### config.mk
export PLATFORM = sky130hd
export DESIGN_NAME = mux_rr_arbiter
export DESIGN_NICKNAME = d
export VERILOG_FILES = /design/src/rtl/mux_arb_pkg.sv /design/src/rtl/mux_rr_arbiter_muxN.sv /design/src/rtl/mux_rr_arbiter.sv
export SDC_FILE = /design/constraint.sdc
export NUM_CORES = 1
export LEC_CHECK = 0
export ABC_AREA = 1
export BUFFER_PORTS_ARGS = -buffer_cell sky130_fd_sc_hd__clkbuf_2
export CORE_UTILIZATION = 55
export CTS_CLUSTER_DIAMETER = 80
export CTS_CLUSTER_SIZE = 16
export DETAILED_ROUTE_END_ITERATION = 6
export PLACE_DENSITY_LB_ADDON = 0.2
export SLEW_MARGIN = 20
export SYNTH_ARGS = -nofsm -noshare
export SYNTH_HDL_FRONTEND = slang
export SYNTH_SLANG_ARGS = --single-unit
### constraint.sdc
create_clock -name clk -period 6.6 [get_ports clk]
set_input_delay 1.32 -clock clk [delete_from_list [all_inputs] [get_ports clk]]
set_output_delay 1.32 -clock clk [all_outputs]
set_load 0.02 [all_outputs]
### src/rtl/mux_arb_pkg.sv
// -----------------------------------------------------------------------------
// mux_arb_pkg
// Shared definitions for the round-robin mux arbiter:
//   arb_state_t : arbiter FSM state (IDLE / GRANT)
//   ARB_MAX_N   : widest request vector rr_pick can scan
//   sel_width() : select width for an N-lane mux (never below 1)
//   rr_pick()   : round-robin winner search starting at a pointer
// -----------------------------------------------------------------------------
package mux_arb_pkg;

  typedef enum logic [0:0] {
    IDLE  = 1'b0,
    GRANT = 1'b1
  } arb_state_t;

  localparam int unsigned ARB_MAX_N = 64;

  // Select width for an n-lane mux; a 1-lane mux still gets a 1-bit select.
  function automatic int unsigned sel_width(input int unsigned n);
    if (n > 32'd1) begin
      return $clog2(n);
    end else begin
      return 32'd1;
    end
  endfunction

  // Scan req from ptr upward modulo n and return the first set index.
  // With no request set the pointer itself is returned; callers only use
  // the result when at least one request is present.
  function automatic int unsigned rr_pick(input logic [ARB_MAX_N-1:0] req,
                                          input int unsigned          ptr,
                                          input int unsigned          n);
    int unsigned idx;
    int unsigned win;
    logic        found;
    win   = ptr;
    found = 1'b0;
    for (int unsigned k = 0; k < ARB_MAX_N; k++) begin
      if (k < n) begin
        idx = ptr + k;
        if (idx >= n) begin
          idx = idx - n;
        end else begin
          idx = idx;
        end
        if (!found && req[idx[5:0]]) begin
          win   = idx;
          found = 1'b1;
        end else begin
          found = found;
        end
      end else begin
        found = found;
      end
    end
    return win;
  endfunction

endpackage

### src/rtl/mux_rr_arbiter_muxN.sv
// -----------------------------------------------------------------------------
// muxN
// Plain N-to-1 single-bit multiplexer.
//   x   : N data lanes
//   sel : lane index; an index beyond N-1 yields 0
//   y   : x[sel]
// -----------------------------------------------------------------------------
module muxN #(
  parameter int N = 8
) (
  input  logic [N-1:0]         x,
  input  logic [$clog2(N)-1:0] sel,
  output logic                 y
);

  // Lane selection; out-of-range selects (non power-of-two N) read as 0.
  always_comb begin
    y = 1'b0;
    if (int'(sel) < N) begin
      y = x[sel];
    end else begin
      y = 1'b0;
    end
  end

endmodule

### src/rtl/mux_rr_arbiter.sv
// -----------------------------------------------------------------------------
// mux_rr_arbiter
// Round-robin arbiter owning the select of a shared muxN. One requester is
// granted at a time, for at most BURST consecutive cycles before re-arbitration.
//   clk  : rising-edge clock
//   rst  : synchronous active-high reset
//   lock : (only with MUXARB_LOCK_EN defined) holder may exceed BURST
//   req  : level-sensitive request per requester
//   x    : data lanes, lane i belongs to requester i
//   gnt  : registered one-hot grant, zero when idle
//   sel  : registered mux select (current or last grant)
//   busy : registered, high while a grant is active
//   y    : x[sel] gated to 0 when not busy
// Optional feature macro: MUXARB_LOCK_EN.
// -----------------------------------------------------------------------------
module mux_rr_arbiter
  import mux_arb_pkg::*;
#(
  parameter int N     = 8,
  parameter int BURST = 4
) (
  input  logic                 clk,
  input  logic                 rst,
`ifdef MUXARB_LOCK_EN
  input  logic                 lock,
`endif
  input  logic [N-1:0]         req,
  input  logic [N-1:0]         x,
  output logic [N-1:0]         gnt,
  output logic [$clog2(N)-1:0] sel,
  output logic                 busy,
  output logic                 y
);

  localparam int SW = $clog2(N);
  localparam int CW = $clog2(BURST + 1);
  localparam logic [CW-1:0] BURST_C  = CW'(BURST);
  localparam logic [CW-1:0] CNT_ONE  = CW'(1);
  localparam logic [SW-1:0] LAST_IDX = SW'(N - 1);

  arb_state_t    state_q, state_d;
  logic [SW-1:0] ptr_q, ptr_d;
  logic [CW-1:0] cnt_q, cnt_d;
  logic [N-1:0]  gnt_q, gnt_d;
  logic [SW-1:0] sel_q, sel_d;
  logic          busy_q, busy_d;

  logic          any_req_s;
  logic          hold_req_s;
  logic          lock_s;
  logic          expire_s;
  logic          take_s;
  logic [SW-1:0] win_s;
  logic [N-1:0]  win_onehot_s;
  logic          y_raw_s;

`ifdef MUXARB_LOCK_EN
  assign lock_s = lock;
`else
  assign lock_s = 1'b0;
`endif

  assign any_req_s    = |req;
  assign hold_req_s   = req[sel_q];
  assign win_s        = SW'(rr_pick(ARB_MAX_N'(req), 32'(ptr_q), 32'(N)));
  assign win_onehot_s = {{(N-1){1'b0}}, 1'b1} << win_s;
  // Lock only suspends the burst limit; it never keeps a dropped request.
  assign expire_s     = (cnt_q == BURST_C) && !lock_s;

  // Next-state logic: decide whether a new winner is taken this edge.
  always_comb begin
    state_d = state_q;
    ptr_d   = ptr_q;
    cnt_d   = cnt_q;
    gnt_d   = gnt_q;
    sel_d   = sel_q;
    busy_d  = busy_q;
    take_s  = 1'b0;
    case (state_q)
      IDLE: begin
        gnt_d  = '0;
        busy_d = 1'b0;
        if (any_req_s) begin
          take_s = 1'b1;
        end else begin
          take_s = 1'b0;
        end
      end
      GRANT: begin
        if (!hold_req_s) begin
          // Early release: hand over in the same edge when anyone else waits.
          if (any_req_s) begin
            take_s = 1'b1;
          end else begin
            state_d = IDLE;
            gnt_d   = '0;
            busy_d  = 1'b0;
          end
        end else if (!expire_s) begin
          // Saturating count so a locked holder parks at BURST.
          if (cnt_q != BURST_C) begin
            cnt_d = cnt_q + CNT_ONE;
          end else begin
            cnt_d = cnt_q;
          end
        end else begin
          // Burst spent: a lone holder simply wins again via rr_pick.
          take_s = 1'b1;
        end
      end
      default: begin
        state_d = IDLE;
        gnt_d   = '0;
        busy_d  = 1'b0;
      end
    endcase

    if (take_s) begin
      state_d = GRANT;
      gnt_d   = win_onehot_s;
      sel_d   = win_s;
      busy_d  = 1'b1;
      cnt_d   = CNT_ONE;
      if (win_s == LAST_IDX) begin
        ptr_d = '0;
      end else begin
        ptr_d = win_s + SW'(1);
      end
    end else begin
      ptr_d = ptr_d;
    end
  end

  // State and output registers with synchronous reset.
  always_ff @(posedge clk) begin
    if (rst) begin
      state_q <= IDLE;
      ptr_q   <= '0;
      cnt_q   <= '0;
      gnt_q   <= '0;
      sel_q   <= '0;
      busy_q  <= 1'b0;
    end else begin
      state_q <= state_d;
      ptr_q   <= ptr_d;
      cnt_q   <= cnt_d;
      gnt_q   <= gnt_d;
      sel_q   <= sel_d;
      busy_q  <= busy_d;
    end
  end

  muxN #(.N(N)) u_mux (
    .x   (x),
    .sel (sel_q),
    .y   (y_raw_s)
  );

  assign gnt  = gnt_q;
  assign sel  = sel_q;
  assign busy = busy_q;
  // Idle gating keeps stale lane data off the output.
  assign y    = busy_q & y_raw_s;

endmodule

* Word-level counts from Yosys, hierarchy flattened
Index checks and enable logic that the tools add are counted.
** Operators by class
- $add $sub $neg :: 17
- $mul :: 0
- Div/mod/pow operators :: 0
- $lt $le $gt $ge :: 17
- Equality and inequality tests :: 6
- Shift-type cells :: 1
- Multiplexer cells :: 64
- Bitwise operators :: 3
- Reduce and logical (&&, ||, !) cells :: 22
** Operators by type and width (number)
- less-than comparator 6 x 7 -> 1 bit (second input constant) :: 8
- binary-select mux 1 bit (select 6 bit) :: 8
- two-way mux 6 bit :: 8
- subtractor 4 x 4 -> 5 bit (second input constant) :: 7
- two-way mux 1 bit :: 31
- greater-or-equal comparator 4 bit (second input constant) :: 7
- two-way mux 3 bit :: 9
- two-way mux 8 bit :: 3
- adder 3 x 3 -> 4 bit (second input constant) :: 4
- one-hot mux 8 bit (2 select lines) :: 1
- adder 3 x 2 -> 4 bit (second input constant) :: 2
- AND reduction 4 bit :: 2
- OR reduction 8 bit :: 1
- << shifter 1 x 3 -> 8 bit (first input constant) :: 1
- logical AND 1 bit :: 7
- logical NOT 1 bit :: 7
- adder 3 x 1 -> 3 bit (second input constant) :: 2
- binary-select mux 1 bit (select 3 bit) :: 2
- equality test 3 bit (second input constant) :: 2
- inequality test 3 x 2 -> 1 bit (second input constant) :: 2
- nonzero test 2 bit :: 3
- subtractor 3 x 4 -> 5 bit (second input constant) :: 1
- adder 3 x 1 -> 4 bit (second input constant) :: 1
- greater-or-equal comparator 3 x 4 -> 1 bit (second input constant) :: 1
- 8 further kinds :: 10
** Storage, ports and cells
- Register bits :: 19
- Latch bits :: 0
- Memory bits (writable) :: 0
- Memory bits (read-only) :: 0
- Bits of input ports :: 18
- Memories :: 0

* Longest topological paths before layout
- Depth in word-level cells :: 28
- Depth in mapped cells :: 23
- Gate-level depth less buffers :: 22

* Hierarchy
A second synthesis with hierarchy kept.
** Unflattened totals
- Cells, all modules :: 273
- Area total of the unflattened synthesis :: 1715.4 um2
** Modules (own cells, without submodules)
- mux_rr_arbiter :: times used 1, cells an instance 245, area an instance 1605.3 um2, seq. area each 380.4 um2
- muxN :: times used 1, cells an instance 28, area an instance 110.1 um2, seq. area each 0.0 um2

* Worst setup path before layout
No wires, ideal clock.
- Kind :: input to output
- From :: in x[6]
- To :: out y
- Arrival :: 1.987 ns
- Required time :: 5.280 ns
- Path slack :: 3.293 ns
- Stages :: 4
- Path buffers :: 0
- Cell sequence :: o21ai_0 -> o22ai_1 -> o21ai_0 -> a31oi_1
** Between the ends
- Word-level cells in the longest chain between the ends :: 3
** RTL lines
- start: declaration :: RTL line mux_rr_arbiter.sv:28 : input logic [N-1:0] x,
- binary-select mux 1 bit (select 3 bit) :: RTL line mux_rr_arbiter_muxN.sv:20 : y = x[sel];
- two-way mux 1 bit (not written as such) :: RTL line mux_rr_arbiter_muxN.sv:20
- bitwise AND 1 bit :: RTL line mux_rr_arbiter.sv:163 : assign y = busy_q & y_raw_s;
- end: declaration :: RTL line mux_rr_arbiter.sv:32 : output logic y
Every way passes these cells. The select of a mux whose other input is x is not followed.

* Worst setup path after layout
- From :: reg ptr_q[0]
- To :: reg ptr_q[2]
** Between the ends
- Word-level cells in the longest chain between the ends :: 28
- Elaborated cells on any way between the ends :: 79
- Those cells by class :: add/sub (16); order compare (8); eq/ne (1); mux (40); reduce/logical (14)
** RTL lines
- start: declaration :: RTL line mux_rr_arbiter.sv:42 : logic [SW-1:0] ptr_q, ptr_d;
- start signal: assignment :: RTL line mux_rr_arbiter.sv:145 : ptr_q <= ptr_d;
- parallel branches: the longest is 25 deep, another holds subtractor 4 x 4 -> 5 bit
- two-way mux 3 bit * :: RTL line mux_arb_pkg.sv:46 : if (!found && req[idx[5:0]]) begin
- named net win_s[0] :: RTL line mux_rr_arbiter.sv:53 : logic [SW-1:0] win_s;
- adder 3 x 1 -> 3 bit or equality test 3 bit (tied branches) :: RTL line mux_rr_arbiter.sv:127, mux_rr_arbiter.sv:124
- two-way mux 3 bit * :: RTL line mux_rr_arbiter.sv:124 : if (win_s == LAST_IDX) begin
Mark *: on every way through the listed nets, which the timed path passes. The select of a mux whose other input is x is not followed.
A chain may end at the register's enable or synchronous reset.

==> impl_metrics.ini <==
[yosys]
avgSynthCellArea_um2 = 6.31
synth_ff_type = dfxtp_1
synth_area_um2 = 1700
synth.distinct_cells = 36
synth-edff-count = 0
syn_nets = 299
synthCells = 269
ys_warn_count = 0
async_flop_share_pct = 0
ys_seq_elements = 19
synth-seq-area-share_pct = 22.4

[clock_network]
cts_tree = built
cts_buffers = 3
cts_buffer_depth = 2
clkTransAtPathRegs_ns = 0.11
postCtsSetupRepairBufs = 0
worstSkewPairLatency_ns = 0.30
cts-hold-fix-buffers = 0
clock_sinks = 19
cts_resized = 0
cts-root-buf = clkbuf_4
htree_levels = 1

[global_route]
grt_start_max_net_pins = 15
grt_pass1_vias = 1643
grt-ovfl-total = 0
grt_usage_pct = 26.6
antenna_found_initial = 0
grt_pass1_wl_mm = 7.02

[cells_and_area]
diodes = 0
drive_gt1_share_pct = 19.5
fin_nets = 329
num-fill-cells = 288
syn_to_final_growth_pct = 10.6
fin_area_um2 = 1880

[power_and_ir_drop]
peakVddDrop_mv = 0.364
cellLeakagePower_nw = 0.952
power.density_nw_per_um2 = 542
power_mw = 1.02

[sta]
max_freq_ghz = 0.292
timing.final.crit_period_ns = 3.42
relSlewSlack_pct = 66.2
whs_ns = 0.470
hold_viol = 0
skew_ns = 0.00764
fin_ws_ns = 3.18
worst_pin_slew_ns = 0.506
drv_slew = 0
setup_tns_ns = 0
rsz0062_at_grt = false
period_share_pct = 51.9
setup_viol_count_final = 0

[detailed_routing]
drc_errors = 2
vias_per_cell = 5.59
drt_iter0_drc = 75
routed_wl_mm = 4.05
antenna_left = 0
drt_pass1_iterations = 6
routedWlPerCell_um = 12.3
vias = 1839

[placed_design]
dpl_cell_area_um2 = 1850
port_buffers = 30
place_congestion = 0.934
dp_hpwl_mm = 3.12
post-place-ws_ns = 3.21

[floorplanning]
die_w_um = 57.5
coreArea_um2 = 2830
num_rows = 19
initial_core_util_pct = 60.0
dieHeight_um = 57.5
die_area_um2 = 3310
ios = 31

[run]
maxCapViolations = 0

[critical_path]
crit_path_start_kind = flop
critical_path_required_ns = 6.83
cp_max_fo = 14
arrival_ns = 3.66
end_kind = flop
critPathKind = reg2reg

[status]
run_status = finished with violations
violations = DRC

[hold_path]
hold_path.class = reg2reg
state kept, by name (all words and copies together), names as in the netlist:
| signal | count |
|---|---|
| busy | 1 |
| cnt_q | 3 |
| gnt | 8 |
| ptr_q | 3 |
| sel | 3 |
| state_q | 1 |
final timing paths:
kind | start | to | slack (ns) | depth (start not counted)
worst min register to register | gnt[3] | gnt[3] | 0.47 | 2
worst min-delay path | gnt[3] | gnt[3] | 0.47 | 2
worst max register to register | ptr_q[0] | ptr_q[2] | 3.18 | 17
worst max-delay path | ptr_q[0] | ptr_q[2] | 3.18 | 17
cell families after synthesis:
| logic type | Yosys count | share of synthesized area [%] |
|---|---|---|
| AOI/OAI and AO/OA | 41 | 13.9 |
| xor gates and xnor gates | 2 | 1.48 |
| buffers and inverters | 38 | 9.37 |
| adders and majority gates | 12 | 8.85 |
| and+or+nand+nor | 157 | 44.0 |
| DFF | 19 | 22.4 |
placed cells by master (no fill, tap or decap), drive strengths merged, types with 4 or more instances in the layout:
cell type	instances
ha	12
clkbuf	34
a21oi	18
nand2	85
inv	31
dfxtp	19
nand3	39
o22ai	4
nor2	21
o21ai	10
nand4	6
where the power goes:
group          switching [mW]  leakage, nW  total, mW  internal (mW)
clock                  0.0357       0.0150     0.0592         0.0236
sequential             0.0399        0.156      0.187          0.147
combinational           0.515        0.781      0.771          0.256
routing by layer:
| metal | GRT usage, % | share of wire [%] | vias to the layer above |
|---|---|---|---|
| met4 | 3.48 | 0 | 0 |
| met2 | 43.7 | 45 | 59 |
| met5 | 0 | 0 | - |
| met1 | 37.3 | 50 | 826 |
| li1 | - | - | 954 |
| met3 | 4.99 | 5.3 | 0 |
Yosys cell counts, types with 2 or more instances:
cell type / n / area share, %
dfxtp_1: 19 / 22
nand3_2: 3 / 1.8
nand2_2: 8 / 2.9
nor4_1: 2 / 0.74
buf_4: 2 / 0.88
nand3_1: 36 / 11
o21ai_0: 8 / 2.4
a21oi_1: 18 / 5.3
clkinv_1: 2 / 0.44
o21ai_1: 2 / 0.59
nand2_1: 75 / 17
nand2_4: 2 / 1.3
a31oi_1: 2 / 0.74
inv_2: 7 / 1.5
nor2_1: 20 / 4.4
o32ai_1: 2 / 1.0
a221oi_1: 2 / 1.0
o22ai_1: 4 / 1.5
inv_1: 24 / 5.3
ha_1: 12 / 8.8
nand4_1: 4 / 1.5
per-stage QoR:
stage	util, %	instances
final	66.3	329
after global routing	66.3	329
after CTS	66.3	329
after detailed placement	65.4	325
after global placement	65.4	325
after floorplan	-	269
area by class of cell:
class / count / area (um2) / share of cell area, %
inverter: 33 / 124 / 6.60
sequential: 19 / 380 / 20.3
multi-input combinational: 212 / 1160 / 61.7
clock buffer: 4 / 26.3 / 1.40
tap: 31 / 38.8 / 2.07
timing repair buffer: 30 / 150 / 8.00
critical path: stages, from the launching register on:
cell and delay (ns):
dfxtp_1 0.65, inv_2 0.25, ha_1 0.45, inv_2 0.16, nand3_1 0.11, nand2_1 0.07
nand2_1 0.09, nand3_2 0.17, nand4_4 0.11, nor2_4 0.16, nand3_2 0.12, clkinv_1 0.11
nand2_1 0.05, nand2_1 0.15, inv_2 0.08, nor2_1 0.17, ha_1 0.27, o22ai_1 0.18
Power figures use the tool's default switching activity.
